`src/rtl/regfile_wb_arbiter.sv`:
```
// Single register-file write port shared by the in-order writeback and a long-latency unit.
// Long-latency results queue in a small FIFO; a pending scoreboard drives the decode stall.
module regfile_wb_arbiter #(
    parameter int DEPTH      = 2,
    parameter int STARVE_MAX = 8
) (
    input  logic        clk_i,
    input  logic        rst_i,
    input  logic        pipe_wren_i,
    input  logic [4:0]  pipe_addr_i,
    input  logic [31:0] pipe_data_i,
    input  logic        lu_valid_i,
    output logic        lu_ready_o,
    input  logic [4:0]  lu_addr_i,
    input  logic [31:0] lu_data_i,
    input  logic        issue_i,
    input  logic [4:0]  issue_addr_i,
    input  logic [4:0]  dec_rs1_i,
    input  logic [4:0]  dec_rs2_i,
    input  logic [4:0]  dec_rd_i,
    output logic        stall_o,
    output logic        rd_wren_o,
    output logic [4:0]  rd_addr_o,
    output logic [31:0] rd_data_o
);
    localparam int AW = $clog2(DEPTH);
    localparam int SW = $clog2(STARVE_MAX + 1);
    localparam logic [AW:0]   DEPTH_C  = (AW + 1)'(DEPTH);
    localparam logic [SW-1:0] STARVE_C = SW'(STARVE_MAX);

    logic [4:0]    fifo_addr_q [DEPTH];
    logic [31:0]   fifo_data_q [DEPTH];
    logic [AW-1:0] wr_ptr_q, wr_ptr_d, rd_ptr_q, rd_ptr_d;
    logic [AW:0]   count_q, count_d;
    logic [SW-1:0] starve_q, starve_d;
    logic [31:0]   pending_q, pending_d;
    logic          rd_wren_q, rd_wren_d, rd_lu_q, rd_lu_d;
    logic [4:0]    rd_addr_q, rd_addr_d;
    logic [31:0]   rd_data_q, rd_data_d;

    logic push, pop, pipe_win, fifo_empty, starve;

    assign lu_ready_o = !rst_i && (count_q < DEPTH_C);
    // x0 results complete the handshake but never occupy a slot
    assign push       = lu_valid_i && lu_ready_o && (lu_addr_i != 5'd0);
    assign pipe_win   = pipe_wren_i && (pipe_addr_i != 5'd0);
    assign fifo_empty = (count_q == '0);
    assign pop        = !pipe_win && !fifo_empty;
    assign starve     = (starve_q >= STARVE_C);

    assign stall_o   = pending_q[dec_rs1_i] | pending_q[dec_rs2_i] | pending_q[dec_rd_i] | starve;
    assign rd_wren_o = rd_wren_q;
    assign rd_addr_o = rd_addr_q;
    assign rd_data_o = rd_data_q;

    always_comb begin
        wr_ptr_d  = wr_ptr_q;
        rd_ptr_d  = rd_ptr_q;
        count_d   = count_q;
        starve_d  = starve_q;
        pending_d = pending_q;
        rd_wren_d = 1'b0;
        rd_lu_d   = 1'b0;
        rd_addr_d = rd_addr_q;
        rd_data_d = rd_data_q;

        if (push) wr_ptr_d = wr_ptr_q + AW'(1);
        if (pop)  rd_ptr_d = rd_ptr_q + AW'(1);
        if (push && !pop)      count_d = count_q + (AW + 1)'(1);
        else if (pop && !push) count_d = count_q - (AW + 1)'(1);

        if (pipe_win) begin
            rd_wren_d = 1'b1;
            rd_addr_d = pipe_addr_i;
            rd_data_d = pipe_data_i;
        end else if (pop) begin
            rd_wren_d = 1'b1;
            rd_lu_d   = 1'b1;
            rd_addr_d = fifo_addr_q[rd_ptr_q];
            rd_data_d = fifo_data_q[rd_ptr_q];
        end

        // clear first so a same-cycle re-issue of the same register keeps it pending
        if (rd_wren_q && rd_lu_q) pending_d[rd_addr_q] = 1'b0;
        if (issue_i)              pending_d[issue_addr_i] = 1'b1;
        pending_d[0] = 1'b0;

        if (pop || fifo_empty)       starve_d = '0;
        else if (starve_q < STARVE_C) starve_d = starve_q + SW'(1);
    end

    always_ff @(posedge clk_i) begin
        if (rst_i) begin
            wr_ptr_q  <= '0;
            rd_ptr_q  <= '0;
            count_q   <= '0;
            starve_q  <= '0;
            pending_q <= '0;
            rd_wren_q <= 1'b0;
            rd_lu_q   <= 1'b0;
            rd_addr_q <= '0;
            rd_data_q <= '0;
        end else begin
            wr_ptr_q  <= wr_ptr_d;
            rd_ptr_q  <= rd_ptr_d;
            count_q   <= count_d;
            starve_q  <= starve_d;
            pending_q <= pending_d;
            rd_wren_q <= rd_wren_d;
            rd_lu_q   <= rd_lu_d;
            rd_addr_q <= rd_addr_d;
            rd_data_q <= rd_data_d;
        end
    end

    always_ff @(posedge clk_i) begin
        if (push) begin
            fifo_addr_q[wr_ptr_q] <= lu_addr_i;
            fifo_data_q[wr_ptr_q] <= lu_data_i;
        end
    end
endmodule

```
`config.mk`:
```
export PLATFORM = sky130hd
export DESIGN_NAME = regfile_wb_arbiter
export DESIGN_NICKNAME = d
export VERILOG_FILES = /design/src/rtl/regfile_wb_arbiter.sv
export SDC_FILE = /design/constraint.sdc
export NUM_CORES = 1
export LEC_CHECK = 0
export CAP_MARGIN = 20
export CORE_ASPECT_RATIO = 1.25
export CORE_MARGIN = 4
export CORE_UTILIZATION = 55
export DETAILED_ROUTE_END_ITERATION = 10
export GPL_ROUTABILITY_DRIVEN = 0
export PLACE_DENSITY = 0.85
export SYNTH_ARGS = -nofsm -noshare
export SYNTH_HDL_FRONTEND = slang
export SYNTH_SLANG_ARGS = --single-unit
```
`constraint.sdc`:
```
create_clock -name clk_i -period 4.85 [get_ports clk_i]
set_clock_uncertainty 0.05 [all_clocks]
set_input_delay 0.97 -clock clk_i [delete_from_list [all_inputs] [get_ports clk_i]]
set_output_delay 0.97 -clock clk_i [all_outputs]
set_load 0.02 [all_outputs]
```
==> flow_summary.json <==
{
  "grt_pass1_vias": 5593,
  "slew_violations": 0,
  "worst_ir_drop_vdd_v": 0.000391,
  "met1_usage": 0.289,
  "reg2reg_depth": 5,
  "mostFrequentLayoutCells": "clkdlybuf4s50_1, nor2_1, dfxtp_1",
  "fin_setup_tns_ps": 0,
  "root_buffer": "clkbuf_16",
  "netlist_area_um2": 6780,
  "cts_tree": "yes",
  "worst_pin_slew_ps": 973,
  "io_buffers": 138,
  "rrSetupSlack_ps": 2540,
  "final_cell_count_no_fill": 926,
  "clk_path_buf_depth": 2,
  "post_cts_buffers": 0,
  "max_slew_margin": 0.350,
  "post_drt_wl_per_cell_um": 19.7,
  "dr_total_vias": 5527,
  "layout_commonest_cell": "clkdlybuf4s50_1",
  "diodes": 0,
  "ys_types": 47,
  "rr_endpoint": "rd_addr_o[1]",
  "ys_seq_elements": 153,
  "fin_crit_sh": 0.926,
  "ios": 139,
  "grt_max_degree": 77,
  "grt.busiest_layer": "met2",
  "drt_wl_total_um": 18200,
  "antenna_found_initial": 0,
  "hold_violations": 0,
  "rows": 45,
  "grtUsageTotal": 0.254,
  "grt_use_met3": 0.0794,
  "yosys_warnings": 0,
  "required_ps": 3830,
  "hp-start": "pending_q[14]",
  "grt_first_pass_wirelength_um": 28100,
  "insertion_delay_ps": 420,
  "avgSynthCellArea_um2": 10.9,
  "syn_inst": 623,
  "switching_share": 0.323,
  "holdPathEnd": "pending_q[14]",
  "start_util": 0.560,
  "switching_power_mw": 1.31,
  "ys.flop_type": "dfxtp_1",
  "vias_per_cell": 5.97,
  "hold_path_class": "register to register",
  "drive_gt1_frac": 0.0932,
  "p_leak_nw": 3.00,
  "area_delta_synth_final_pct": 30.8,
  "crit_path_start_kind": "primary input",
  "p_seq_frac": 0.399,
  "critPathMostFrequentCell": "clkdlybuf4s50_1",
  "post-route-util": 0.733,
  "holdBufCountCts": 0,
  "cp.arrival_ps": 3470,
  "synth_edf_count": 74,
  "synthesis.nets": 725,
  "comb_power_share": 0.294,
  "layout.nets": 851,
  "cpLargestDelayFamily": "buffers and inverters",
  "dp_hpwl_um": 12100,
  "coreArea_um2": 12100,
  "cp_slowest_stage_delay_ps": 740,
  "r2r_start": "count_q[0]",
  "yosysSeqAreaShare": 0.561,
  "fin_total_pwr_mw": 4.05,
  "hold_slack_ps": 485,
  "drt_drc_violations_left": 0,
  "cp_cell_sequence": "clkdlybuf4s50_1 -> mux4_2 -> mux2i_1 -> nor3b_1 -> nor4_1 -> nand4_1 -> clkdlybuf4s50_1",
  "worst-path-buf-inv": 2,
  "status": "completed",
  "grt_overflow": 0,
  "clock_sinks": 153,
  "path_clk_slew_ps": 60,
  "final.fill_count": 796,
  "ant_nets": 0,
  "dieArea_um2": 14200,
  "drtPass1Iterations": 5,
  "crit_slowest_cell": "clkdlybuf4s50_1",
  "rsz0062_at_grt": "no",
  "min_path_cells": 2,
  "cts_max_level": 4,
  "intPower_mw": 2.74,
  "power.density_nw_per_um2": 456,
  "drt_iter0_markers": 404,
  "path_class": "primary input to output port",
  "synth-async-reset-ratio": 0,
  "dieWidth_um": 107,
  "power_frac_clock": 0.307,
  "die_y_um": 132,
  "setup_viol": 0,
  "cts_resized": 0,
  "fmax_mhz": 223,
  "critPathCaptureType": "output port",
  "use_met2": 0.425,
  "dp_cells": 891,
  "min_period_ps": 4490,
  "cts_buffers": 17,
  "critPathMaxFanout": 7,
  "maxCapViolations": 0
}
[metal layers]
metal / routed length (um) / vias to the layer above
met1: 6480 / 2582
met4: 927 / 0
li1: - / 2565
met2: 9130 / 311
met3: 1680 / 69
met5: 0 / -
[power by group through the flow]
stage / combinational, mW / clock [mW] / sequential [mW]
floorplan: 0.711 / 0 / 1.68
global placement: 1.06 / 0 / 1.68
detailed placement: 1.10 / 0 / 1.68
CTS: 1.12 / 1.24 / 1.66
global route: 1.30 / 1.31 / 1.63
finish: 1.19 / 1.24 / 1.62
[kinds of logic after synthesis]
| family | synth area share |
|---|---|
| adder cells (fa/ha/maj) | 0.00554 |
| AO/OA/AOI/OAI | 0.141 |
| flip-flops | 0.561 |
| AND/OR/NAND/NOR | 0.125 |
| XOR/XNOR | 0.00775 |
| buffers and inverters | 0.0336 |
| multiplexers | 0.126 |
[synth_stat cells (6+ instances only)]
cell type,n,area (um2)
edfxtp_1,74,2220
a211oi_1,37,278
clkbuf_1,26,97.6
o21ai_0,32,160
inv_1,9,33.8
dfxtp_1,79,1580
mux2i_1,44,440
buf_2,7,35.0
a2111oi_0,6,52.6
mux2_2,7,78.8
nor2_1,96,360
nand2_1,41,154
a21oi_1,70,350
nor2b_1,10,62.6
mux4_2,15,338
[per-stage QoR]
step	worst slack [ps]	cell area [um2]
after floorplan	1220	6780
after global placement	366	8240
after detailed placement	350	8240
after CTS	344	8800
after global routing	229	8870
final	357	8870
[flip-flops by register name, summed over array words and instances (netlist names), named ones only]
register,count
pending_q,31
count_q,2
rd_wren_o,1
rd_lu_q,1
rd_ptr_q,1
rd_addr_o,5
starve_q,4
wr_ptr_q,1
fifo_data_q,64
fifo_addr_q,10
rd_data_o,32
[worst max-delay path by stage]
stage,from,endpoint,slack [ps],depth (start not counted)
2_1_floorplan,rst_i,fifo_addr_q[0][0],1220,3
6_report,dec_rs1_i[0],stall_o,360,7
3_3_place_gp,dec_rs1_i[0],stall_o,370,7
5_1_grt,dec_rs1_i[0],stall_o,230,7
3_5_place_dp,dec_rs1_i[0],stall_o,350,7
4_1_cts,dec_rs1_i[0],stall_o,340,7
[tightest hold or removal path, stage by stage, from the launching register on]
cell and delay, ps:
dfxtp_1 340, o21ai_0 80, a21oi_1 60
[layout make-up]
| class | instances | area (um2) | area share |
|---|---|---|---|
| multi-input cells | 420 | 2770 | 0.312 |
| flip-flops and latches | 153 | 3800 | 0.429 |
| inverters | 9 | 33.8 | 0.00381 |
| clock buffers | 19 | 443 | 0.0499 |
| repair buffers | 148 | 1500 | 0.169 |
| well taps | 164 | 205 | 0.0231 |
| clock inverters | 13 | 121 | 0.0137 |
No activity file was read; power rests on OpenSTA's default activity.
